File: src/rtl/key_sched_pkg.sv
// Shared constants and helpers for the DES-family key schedule:
// shift table, PC-2 selection table, width-generic rotations, FSM states.
package key_sched_pkg;

    // Entry r (r=1 in the LSBs) is the left shift applied for round r.
    localparam logic [31:0] DES_SHIFT_TAB = {
        2'd1, 2'd2, 2'd2, 2'd2, 2'd2, 2'd2, 2'd2, 2'd1,
        2'd2, 2'd2, 2'd2, 2'd2, 2'd2, 2'd2, 2'd1, 2'd1
    };

    localparam int MAX_W = 64;

    // PC-2: output bit i (MSB first) takes DES input bit PC2_TAB[i] (1-based, MSB = 1).
    localparam int PC2_TAB [48] = '{
        14, 17, 11, 24,  1,  5,  3, 28, 15,  6, 21, 10,
        23, 19, 12,  4, 26,  8, 16,  7, 27, 20, 13,  2,
        41, 52, 31, 37, 47, 55, 30, 40, 51, 45, 33, 48,
        44, 49, 39, 56, 34, 53, 46, 42, 50, 36, 29, 32
    };

    typedef enum logic {IDLE = 1'b0, RUN = 1'b1} state_e;

    function automatic logic [MAX_W-1:0] rotl(input logic [MAX_W-1:0] x, input int s,
                                              input int w);
        logic [MAX_W-1:0] m;
        logic [MAX_W-1:0] xm;
        int sm;
        m  = (w >= MAX_W) ? '1 : ((64'd1 << w) - 64'd1);
        xm = x & m;
        sm = s % w;
        if (sm == 0) return xm;
        return ((xm << sm) | (xm >> (w - sm))) & m;
    endfunction

    function automatic logic [MAX_W-1:0] rotr(input logic [MAX_W-1:0] x, input int s,
                                              input int w);
        return rotl(x, w - (s % w), w);
    endfunction

endpackage

File: src/rtl/key_pc2_perm.sv
// Combinational DES PC-2 permutation: 56-bit {C,D} to 48-bit round subkey.
module key_pc2_perm
    import key_sched_pkg::*;
(
    input  logic [55:0] cd,
    output logic [47:0] subkey
);

    for (genvar i = 0; i < 48; i++) begin : g_bit
        assign subkey[47-i] = cd[56-PC2_TAB[i]];
    end

endmodule

File: src/rtl/key_rotate_seq.sv
// Iterated DES-family key-schedule rotator: one C0/D0 in, one rotated Ci/Di per round out,
// encrypt (left, 1..N) or decrypt (right, N..1) order. Optional KEY_PC2_EN adds PC-2 subkey.
module key_rotate_seq
    import key_sched_pkg::*;
#(
    parameter int HALF_W                       = 28,
    parameter int NUM_ROUNDS                   = 16,
    parameter logic [2*NUM_ROUNDS-1:0] SHIFT_TAB = (2*NUM_ROUNDS)'(DES_SHIFT_TAB),
    parameter int RND_W                        = 6
)(
    input  logic              clk,
    input  logic              rst_n,
    input  logic              flush,
    input  logic              in_valid,
    output logic              in_ready,
    input  logic              decrypt,
    input  logic [HALF_W-1:0] C0,
    input  logic [HALF_W-1:0] D0,
    output logic              out_valid,
    input  logic              out_ready,
    output logic [HALF_W-1:0] Ci,
    output logic [HALF_W-1:0] Di,
    output logic [RND_W-1:0]  out_round,
`ifdef KEY_PC2_EN
    output logic [47:0]       subkey,
`endif
    output logic              out_last
);

    function automatic int tot_shift();
        int t;
        t = 0;
        for (int r = 0; r < NUM_ROUNDS; r++) t += int'(SHIFT_TAB[2*r +: 2]);
        return t;
    endfunction

    localparam int TOT_MOD  = tot_shift() % HALF_W;
    localparam int FIRST_SH = int'(SHIFT_TAB[1:0]);
    localparam logic [RND_W-1:0] LAST_RND = RND_W'(NUM_ROUNDS);
    localparam logic [RND_W-1:0] ONE_R    = RND_W'(1);
    localparam logic [RND_W:0]   ONE_X    = (RND_W+1)'(1);

    if (HALF_W < 4 || HALF_W > MAX_W) begin : g_bad_w
        $error("key_rotate_seq: HALF_W out of range");
    end
    if (NUM_ROUNDS < 1 || NUM_ROUNDS > 63 || (1 << RND_W) <= NUM_ROUNDS) begin : g_bad_n
        $error("key_rotate_seq: NUM_ROUNDS/RND_W invalid");
    end

    function automatic logic [HALF_W-1:0] rot_n(input logic [HALF_W-1:0] x, input int s,
                                                input logic left);
        return HALF_W'(left ? rotl(MAX_W'(x), s, HALF_W) : rotr(MAX_W'(x), s, HALF_W));
    endfunction

    state_e            state_q, state_d;
    logic [HALF_W-1:0] c_q, c_d, d_q, d_d;
    logic [RND_W-1:0]  round_q, round_d;
    logic              last_q, last_d, valid_q, valid_d, dec_q, dec_d;
    logic              accept, hs, do_flush;
    logic [RND_W:0]    idx;
    logic [1:0]        amt;
    logic [HALF_W-1:0] c_step, d_step;

    assign accept   = in_valid && in_ready;
    assign hs       = valid_q && out_ready;
    assign do_flush = flush && (state_q == RUN);

    // State register
    always_ff @(posedge clk or negedge rst_n) begin
        if (!rst_n) state_q <= IDLE;
        else        state_q <= state_d;
    end

    // Next state
    always_comb begin
        state_d = state_q;
        case (state_q)
            IDLE:    if (accept) state_d = RUN;
            RUN:     if (flush || (hs && last_q)) state_d = IDLE;
            default: state_d = IDLE;
        endcase
    end

    // FSM outputs
    always_comb begin
        in_ready = (state_q == IDLE);
    end

    // Encrypt moves to round r+1 (table entry r+1); decrypt undoes round r (entry r).
    always_comb begin
        idx = dec_q ? ({1'b0, round_q} - ONE_X) : {1'b0, round_q};
        amt = '0;
        for (int r = 0; r < NUM_ROUNDS; r++) begin
            if (idx == (RND_W+1)'(r)) amt = SHIFT_TAB[2*r +: 2];
        end
    end

    always_comb begin
        c_step = c_q;
        d_step = d_q;
        case (amt)
            2'd1: begin c_step = rot_n(c_q, 1, !dec_q); d_step = rot_n(d_q, 1, !dec_q); end
            2'd2: begin c_step = rot_n(c_q, 2, !dec_q); d_step = rot_n(d_q, 2, !dec_q); end
            2'd3: begin c_step = rot_n(c_q, 3, !dec_q); d_step = rot_n(d_q, 3, !dec_q); end
            default: ;
        endcase
    end

    always_comb begin
        c_d     = c_q;
        d_d     = d_q;
        round_d = round_q;
        last_d  = last_q;
        valid_d = valid_q;
        dec_d   = dec_q;
        if (do_flush) begin
            valid_d = 1'b0;
            round_d = '0;
            last_d  = 1'b0;
        end else if (accept) begin
            valid_d = 1'b1;
            dec_d   = decrypt;
            last_d  = (NUM_ROUNDS == 1);
            if (decrypt) begin
                c_d     = rot_n(C0, TOT_MOD, 1'b1);
                d_d     = rot_n(D0, TOT_MOD, 1'b1);
                round_d = LAST_RND;
            end else begin
                c_d     = rot_n(C0, FIRST_SH, 1'b1);
                d_d     = rot_n(D0, FIRST_SH, 1'b1);
                round_d = ONE_R;
            end
        end else if (hs) begin
            if (last_q) begin
                valid_d = 1'b0;
                round_d = '0;
                last_d  = 1'b0;
            end else begin
                c_d = c_step;
                d_d = d_step;
                if (dec_q) begin
                    round_d = round_q - ONE_R;
                    last_d  = (round_q == RND_W'(2));
                end else begin
                    round_d = round_q + ONE_R;
                    last_d  = ((round_q + ONE_R) == LAST_RND);
                end
            end
        end
    end

    always_ff @(posedge clk or negedge rst_n) begin
        if (!rst_n) begin
            c_q     <= '0;
            d_q     <= '0;
            round_q <= '0;
            last_q  <= 1'b0;
            valid_q <= 1'b0;
            dec_q   <= 1'b0;
        end else begin
            c_q     <= c_d;
            d_q     <= d_d;
            round_q <= round_d;
            last_q  <= last_d;
            valid_q <= valid_d;
            dec_q   <= dec_d;
        end
    end

    assign Ci        = c_q;
    assign Di        = d_q;
    assign out_round = round_q;
    assign out_last  = last_q;
    assign out_valid = valid_q;

`ifdef KEY_PC2_EN
    if (HALF_W != 28) begin : g_bad_pc2
        $error("key_rotate_seq: KEY_PC2_EN requires HALF_W == 28");
    end

    logic [47:0] subkey_q, subkey_d;

    // Permuting the next-state halves keeps subkey aligned with Ci/Di.
    key_pc2_perm u_pc2 (
        .cd     ({c_d, d_d}),
        .subkey (subkey_d)
    );

    always_ff @(posedge clk or negedge rst_n) begin
        if (!rst_n) subkey_q <= '0;
        else        subkey_q <= subkey_d;
    end

    assign subkey = subkey_q;
`endif

endmodule

File: config.mk
export PLATFORM = sky130hd
export DESIGN_NAME = key_rotate_seq
export DESIGN_NICKNAME = d
export VERILOG_FILES = /design/src/rtl/key_sched_pkg.sv /design/src/rtl/key_pc2_perm.sv /design/src/rtl/key_rotate_seq.sv
export SDC_FILE = /design/constraint.sdc
export NUM_CORES = 1
export LEC_CHECK = 0
export CORE_ASPECT_RATIO = 0.5
export CORE_MARGIN = 4
export CORE_UTILIZATION = 41
export CTS_CLUSTER_SIZE = 30
export DETAILED_ROUTE_END_ITERATION = 8
export GPL_ROUTABILITY_DRIVEN = 0
export PLACE_DENSITY = 0.65
export SLEW_MARGIN = 15
export SYNTH_ARGS = -nofsm -noshare
export SYNTH_HDL_FRONTEND = slang
export SYNTH_SLANG_ARGS = --single-unit
File: constraint.sdc
create_clock -name clk -period 3.7 [get_ports clk]
set_clock_uncertainty 0.05 [all_clocks]
set_input_delay 0.74 -clock clk [delete_from_list [all_inputs] [get_ports clk]]
set_output_delay 0.74 -clock clk [all_outputs]
set_load 0.005 [all_outputs]
==> results of run 1 <==
==> area by class of cell <==
class	instances	area share [%]
multi-input combinational	619	56.4
sequential	66	19.4
timing repair buffer	148	17.2
tap	221	3.24
clock buffer	10	2.80
clock inverter	6	0.499
inverter	9	0.396
==> registers in the layout, summed over array words and instances, names as in the netlist <==
register   count
Ci            28
Di            28
dec_q          1
out_last       1
out_round      6
out_valid      1
state_q        1
==> cell usage after synthesis, types with 2 or more instances <==
library cell / n / share of area (%)
a21boi_0: 2 / 0.22
nand2_1: 15 / 0.83
a21oi_1: 36 / 2.7
o21ai_1: 17 / 1.3
buf_2: 19 / 1.4
buf_6: 2 / 0.33
dfrtp_1: 66 / 24
nor3b_1: 2 / 0.22
ha_1: 8 / 1.5
nor3_1: 4 / 0.30
or4_1: 2 / 0.22
a32o_1: 2 / 0.30
and2_1: 36 / 3.3
a31oi_1: 52 / 4.8
a22oi_1: 38 / 4.2
a2bb2oi_1: 3 / 0.39
buf_1: 3 / 0.17
nor2b_1: 85 / 7.9
or4b_1: 2 / 0.30
o21ai_0: 59 / 4.4
a32oi_1: 2 / 0.26
o32a_1: 2 / 0.30
mux2_1: 88 / 15
a211oi_1: 51 / 5.7
mux2_2: 69 / 11
clkbuf_1: 50 / 2.8
nand2b_1: 5 / 0.46
mux2i_1: 9 / 1.3
nor2_1: 9 / 0.50
xor2_1: 2 / 0.26
nand4b_1: 2 / 0.26
inv_1: 9 / 0.50
o41ai_1: 2 / 0.26
==> metal layers <==
layer	wire, um	GRT usage, %	vias to the layer above	part of all wire, %
li1	-	-	3079	-
met1	10100	32.2	3082	48
met3	1170	3.79	15	5.6
met4	189	5.00	0	0.90
met5	0	0	-	0
met2	9470	32.7	189	45
==> repair_timing <==
item | in CTS | in global routing
cloned | 0 | 1
gates resized for setup | 1 | 6
pin swaps | 0 | 2
setup endpoints to repair | 1 | 56
==> worst max-delay path, cell delays in order (launching register included) <==
cell and delay, ps:
dfrtp_1 370, or4b_1 650, buf_4 200, nor4b_4 260, a2bb2oi_1 220, a2bb2oi_2 230, ha_4 230, nor2_1 180
nor3_1 100, o21ai_4 200, buf_4 310, mux2_2 370
==> power groups by stage <==
stage               clock network (W)  logic, W  registers [W]
detailed placement                  0   0.00399        0.00174
global route                 0.000871   0.00451        0.00182
finish                       0.000829   0.00411        0.00175
CTS                          0.000846   0.00402        0.00173
floorplan                           0   0.00266        0.00149
global placement                    0   0.00390        0.00173
==> per-stage QoR <==
step	hold WS (ps)	area, um^2	power [W]	instances	worst slack, ps
2_1_floorplan	394	6760	0.00415	768	317
3_3_place_gp	477	8200	0.00563	1062	83.8
3_5_place_dp	495	8200	0.00573	1062	21.9
4_1_cts	480	8480	0.00660	1078	63.0
5_1_grt	504	8530	0.00720	1079	21.1
6_report	444	8530	0.00669	1079	203
==> final timing paths <==
path | from | end | slack (ps) | depth (start not counted)
hold reg to reg | Ci[21] | Ci[21] | 500 | 1
max in group asynchronous | rst_n | Di[17] | 2440 | 2
hold / removal | rst_n | Ci[18] | 440 | 1
setup / recovery | out_round[2] | Ci[10] | 200 | 11
setup reg to reg | out_round[2] | Ci[10] | 200 | 11
min in group clk | Ci[21] | Ci[21] | 500 | 1
==> cell families (layout without fill, tap and decap cells) <==
logic type / Yosys count / after routing / synth area share, %
AND/OR/NAND/NOR: 168 / 169 / 15.2
XOR/XNOR: 2 / 2 / 0.259
multiplexers: 167 / 167 / 27.7
flip-flops: 66 / 66 / 24.4
buffers and inverters: 84 / 173 / 5.30
AO/OA/AOI/OAI: 273 / 273 / 25.6
adder cells (fa/ha/maj): 8 / 8 / 1.48
==> results.sh, run 1 <==
export IMPL_ys_warn_count=0
export IMPL_first_pass_iters=7
export IMPL_swShare_pct=43.4
export IMPL_slew_headroom_pct=27.8
export IMPL_gr_usage_all_layers_pct=21.6
export IMPL_powerDensity_nw_per_um2=784
export IMPL_insertion_delay_ps=340
export IMPL_die_height_um=98.8
export IMPL_routedWlPerCell_um=19.4
export IMPL_core_rowCount=32
export IMPL_syn_instance_count=768
export IMPL_async_reset_ff_share_pct=100
export IMPL_numCtsBuffers=9
export IMPL_setup_worst_path_class="flop to flop"
export IMPL_arrival_ps=3670
export IMPL_vias=6365
export IMPL_cts_root_buf="clkbuf_16"
export IMPL_antenna_cells=0
export IMPL_cts_sinks=66
export IMPL_slew_violations=0
export IMPL_grt_pass1_vias=6148
export IMPL_rsz0062_at_grt="no"
export IMPL_crit_required_ps=3870
export IMPL_synth_cell_types=48
export IMPL_route_detailed_drc=0
export IMPL_cap_viol_max_count=0
export IMPL_grt_ovfl_total=0
export IMPL_ir_worst_vdd_uv=323
export IMPL_nets=923
export IMPL_synth_edf_count=0
export IMPL_fill_cells=1441
export IMPL_chipWidth_um=190
export IMPL_p_sw_w=0.00290
export IMPL_finish_utilization_pct=54.1
export IMPL_start_util_pct=42.8
export IMPL_syn_area_um2=6760
export IMPL_critPathLaunchType="flop"
export IMPL_leakage_nw=3.07
export IMPL_fin_tns_setup_ps=0
export IMPL_drt_iter0_markers=591
export IMPL_grt_pass1_wl_um=33500
export IMPL_final_common_cell="clkdlybuf4s50_1"
export IMPL_status="complete, no violations"
export IMPL_intPower_w=0.00379
export IMPL_syn_num_nets=838
export IMPL_setup_viol=0
export IMPL_power_frac_seq_pct=26.2
export IMPL_htree_num_levels=3
export IMPL_multiInputGateArea_um2=4810
export IMPL_cts_reportedPaths_clkPinSlew_ps=60
export IMPL_fin_crit_sh_pct=94.5
export IMPL_cts_buffer_depth=2
export IMPL_antenna_found_initial=0
export IMPL_synth_seq_cells=66
export IMPL_hold_class="input port to asynchronous set/reset pin"
export IMPL_mostFrequentLayoutCells="clkdlybuf4s50_1 (124), mux2_1 (88), nor2b_1 (84)"
export IMPL_post_cts_buffers=0
export IMPL_cp_max_fo=16
export IMPL_tritoncts="built"
export IMPL_area_sequential_um2=1660
export IMPL_worst_pin_slew_ps=1080
export IMPL_synth_main_ff_cell="dfrtp_1"
export IMPL_period_minus_slack_ps=3500
export IMPL_p_comb_share_pct=61.4
export IMPL_cts_hold_buf=0
export IMPL_core_area_um2=15800
export IMPL_avgViaCountPerCell=5.90
export IMPL_ys_seq_area_share_pct=24.4
export IMPL_p_clk_share_pct=12.4
export IMPL_end_kind="flop"
export IMPL_clock_fmax_mhz=286
export IMPL_area_growth_synth_to_final_pct=26.2
export IMPL_dpl_hpwl_um=13700
export IMPL_ant_nets=0
export IMPL_hold_viol=0
export IMPL_syn_avg_cell_area_um2=8.80
export IMPL_pin_count=127
export IMPL_drive_above_1_share_pct=14.3
export IMPL_grt_max_degree=109
export IMPL_wl_um=21000
export IMPL_die_area_um2=18700
export IMPL_numPortBuffers=126
(Power assumes the default switching activity.)
==> inputs of run 2 (changes only) <==
- MAX_ROUTING_LAYER: not set -> met4
- PLACE_DENSITY: 0.65 -> 0.68
- SYNTH_HIERARCHICAL: not set -> 1
- clock period: 3.7 -> 2.9 ns (I/O delays scaled with it)
==> run 2 against run 1 <==
  * The flow now finishes with violations (setup timing)
  * Critical path depth is the same
  * Non-clock buffer count grew 38
  * Cell area grew 9.0%
  * Critical endpoint is now Ci[3]
==> results.sh, run 2 <==
export IMPL_syn_instance_count=768
export IMPL_critPathLaunchType="flop"
export IMPL_start_util_pct=42.8
export IMPL_grt_pass1_vias=6487
export IMPL_ant_nets=0
export IMPL_synth_seq_cells=66
export IMPL_area_growth_synth_to_final_pct=37.5
export IMPL_setup_ws_ps=-358
export IMPL_antenna_found_initial=0
export IMPL_drt_iter0_markers=559
export IMPL_ir_worst_vdd_uv=554
export IMPL_cts_root_buf="clkbuf_16"
export IMPL_setup_worst_path_class="flop to flop"
export IMPL_core_rowCount=32
export IMPL_failed_checks="setup timing"
export IMPL_cap_viol_max_count=0
export IMPL_crit_required_ps=3070
export IMPL_status="finished, violations left"
export IMPL_slew_headroom_pct=48.3
export IMPL_avgViaCountPerCell=6.01
export IMPL_r2r_slack_ps=-360
export IMPL_slew_violations=0
export IMPL_synth_edf_count=0
export IMPL_slowest_delay_ps=600
export IMPL_die_area_um2=18700
export IMPL_fin_crit_sh_pct=112
export IMPL_async_reset_ff_share_pct=100
export IMPL_leakage_nw=3.52
export IMPL_yosys_cell_count_top_type="mux2_1"
export IMPL_worst_pin_slew_ps=775
export IMPL_dpl_hpwl_um=14500
export IMPL_arrival_ps=3430
export IMPL_routedWlPerCell_um=19.6
export IMPL_antenna_cells=0
export IMPL_grt_pass1_wl_um=35000
export IMPL_cts_hold_buf=0
export IMPL_tritoncts="built"
export IMPL_chipWidth_um=190
export IMPL_cts_reportedPaths_clkPinSlew_ps=60
export IMPL_cts_sinks=66
export IMPL_final_common_cell="clkdlybuf4s50_1"
export IMPL_synth_common_cells="mux2_1 (88), nor2b_1 (85), mux2_2 (69), dfrtp_1 (66), o21ai_0 (59)"
export IMPL_cp_max_fo=5
export IMPL_fin_area_um2=9290
export IMPL_synth_top_area_share_pct=24.4
export IMPL_yosys_top_cells_area="dfrtp_1 (24%), mux2_1 (15%), mux2_2 (11%)"
export IMPL_nets=960
export IMPL_crit_family="compound AO/OA/AOI/OAI gates"
export IMPL_period_minus_slack_ps=3260
export IMPL_ys_warn_count=6
export IMPL_syn_avg_cell_area_um2=8.80
export IMPL_hold_viol=0
export IMPL_wl_um=21900
export IMPL_gr_usage_all_layers_pct=23.2
export IMPL_cts_buffer_depth=2
export IMPL_synth_cell_types=48
export IMPL_synth_largest_area_cell="dfrtp_1"
export IMPL_synth_main_ff_cell="dfrtp_1"
export IMPL_mostFrequentLayoutCells="clkdlybuf4s50_1 (124), nor2b_1 (84), mux2_2 (66)"
export IMPL_htree_num_levels=3
export IMPL_finish_utilization_pct=58.9
export IMPL_cp_slowest_cell="or4b_4"
export IMPL_hold_class="input port to asynchronous set/reset pin"
export IMPL_ys_seq_area_share_pct=24.4
export IMPL_first_pass_iters=5
export IMPL_grt_ovfl_total=0
export IMPL_insertion_delay_ps=340
export IMPL_fill_cells=1358
export IMPL_syn_num_nets=838
export IMPL_core_area_um2=15800
export IMPL_placement_cell_area_um2=8510
export IMPL_drive_above_1_share_pct=22.5
export IMPL_numCtsBuffers=9
export IMPL_die_height_um=98.8
export IMPL_end_kind="flop"
export IMPL_route_detailed_drc=0
export IMPL_syn_area_um2=6760
export IMPL_numPortBuffers=126
export IMPL_crit_buf_inv=2
export IMPL_powerDensity_nw_per_um2=1040
export IMPL_pin_count=127
export IMPL_crit_chain="or4b_4 > mux2_4 > a2bb2oi_4 > a2bb2oi_4 > ha_4 > nor2_4 > o41ai_4 > o21ai_4 > buf_6 > clkbuf_16 > mux2_4"
export IMPL_rsz0062_at_grt="yes"
export IMPL_grt_max_degree=170
export IMPL_setup_viol=56
export IMPL_vias=6708
export IMPL_clock_fmax_mhz=307
[run 2: repair_timing]
item,4_1_cts,5_1_grt
gates cloned,2,4
pin swaps,3,2
gates resized for setup,33,34
setup endpoints to repair,56,56
buffers inserted,7,3
[run 2: final cells by class]
| cell class | count | area (um^2) | area share [%] |
|---|---|---|---|
| Tap cell | 221 | 277 | 2.98 |
| Timing Repair Buffer | 186 | 1960 | 21.1 |
| Multi-Input combinational cell | 618 | 5060 | 54.5 |
| Inverter | 9 | 33.8 | 0.364 |
| Sequential cell | 66 | 1660 | 17.8 |
| Clock buffer | 9 | 225 | 2.42 |
| Clock inverter | 7 | 77.6 | 0.835 |
[run 2: final timing paths]
check | start | endpoint | depth (start not counted)
max in group asynchronous | rst_n | Di[18] | 2
worst min-delay path | rst_n | Ci[17] | 1
worst max register to register | out_round[2] | Ci[3] | 11
min in group clk | Ci[21] | Ci[21] | 1
worst min register to register | Ci[21] | Ci[21] | 1
worst max-delay path | out_round[2] | Ci[3] | 11
[run 2: worst register-to-register path, stage by stage (launching register included)]
cell       delay, ps
dfrtp_1          380
or4b_4           600
mux2_4           370
a2bb2oi_4        180
a2bb2oi_4        180
ha_4             280
nor2_4            50
o41ai_4          260
o21ai_4          150
buf_6            180
clkbuf_16        160
mux2_4           310
[run 2: stage by stage]
stage	power (W)	hold WS, ps	std cells	setup WS, ps	TNS [ps]
after floorplan	0.00534	234	768	-361	-18290
after global placement	0.00748	478	1087	-342	-18450
after detailed placement	0.00765	483	1087	-483	-25280
after CTS	0.00922	268	1112	-315	-16230
after global routing	0.0103	307	1116	-450	-23060
final	0.00968	262	1116	-358	-17460
[run 2: routing by layer]
layer | part of all wire (%) | vias up | global-route usage, %
li1 | - | 3162 | -
met2 | 46 | 217 | 34.6
met5 | 0 | - | -
met1 | 47 | 3309 | 33.0
met4 | 0.78 | 0 | 5.44
met3 | 5.6 | 20 | 3.79
[run 2: power by group]
part	total (W)	switching, W	internal [W]
clock network	0.00113	0.000459	0.000673
logic	0.00630	0.00267	0.00363
registers	0.00225	0.000884	0.00137
total	0.00968	0.00401	0.00567
[run 2: kinds of logic after synthesis]
family          share of synthesized area, %
fa+ha+maj                               1.48
xor+xnor                               0.259
simple gates                            15.2
flops                                   24.4
compound gates                          25.6
mux                                     27.7
buf+inv                                 5.30
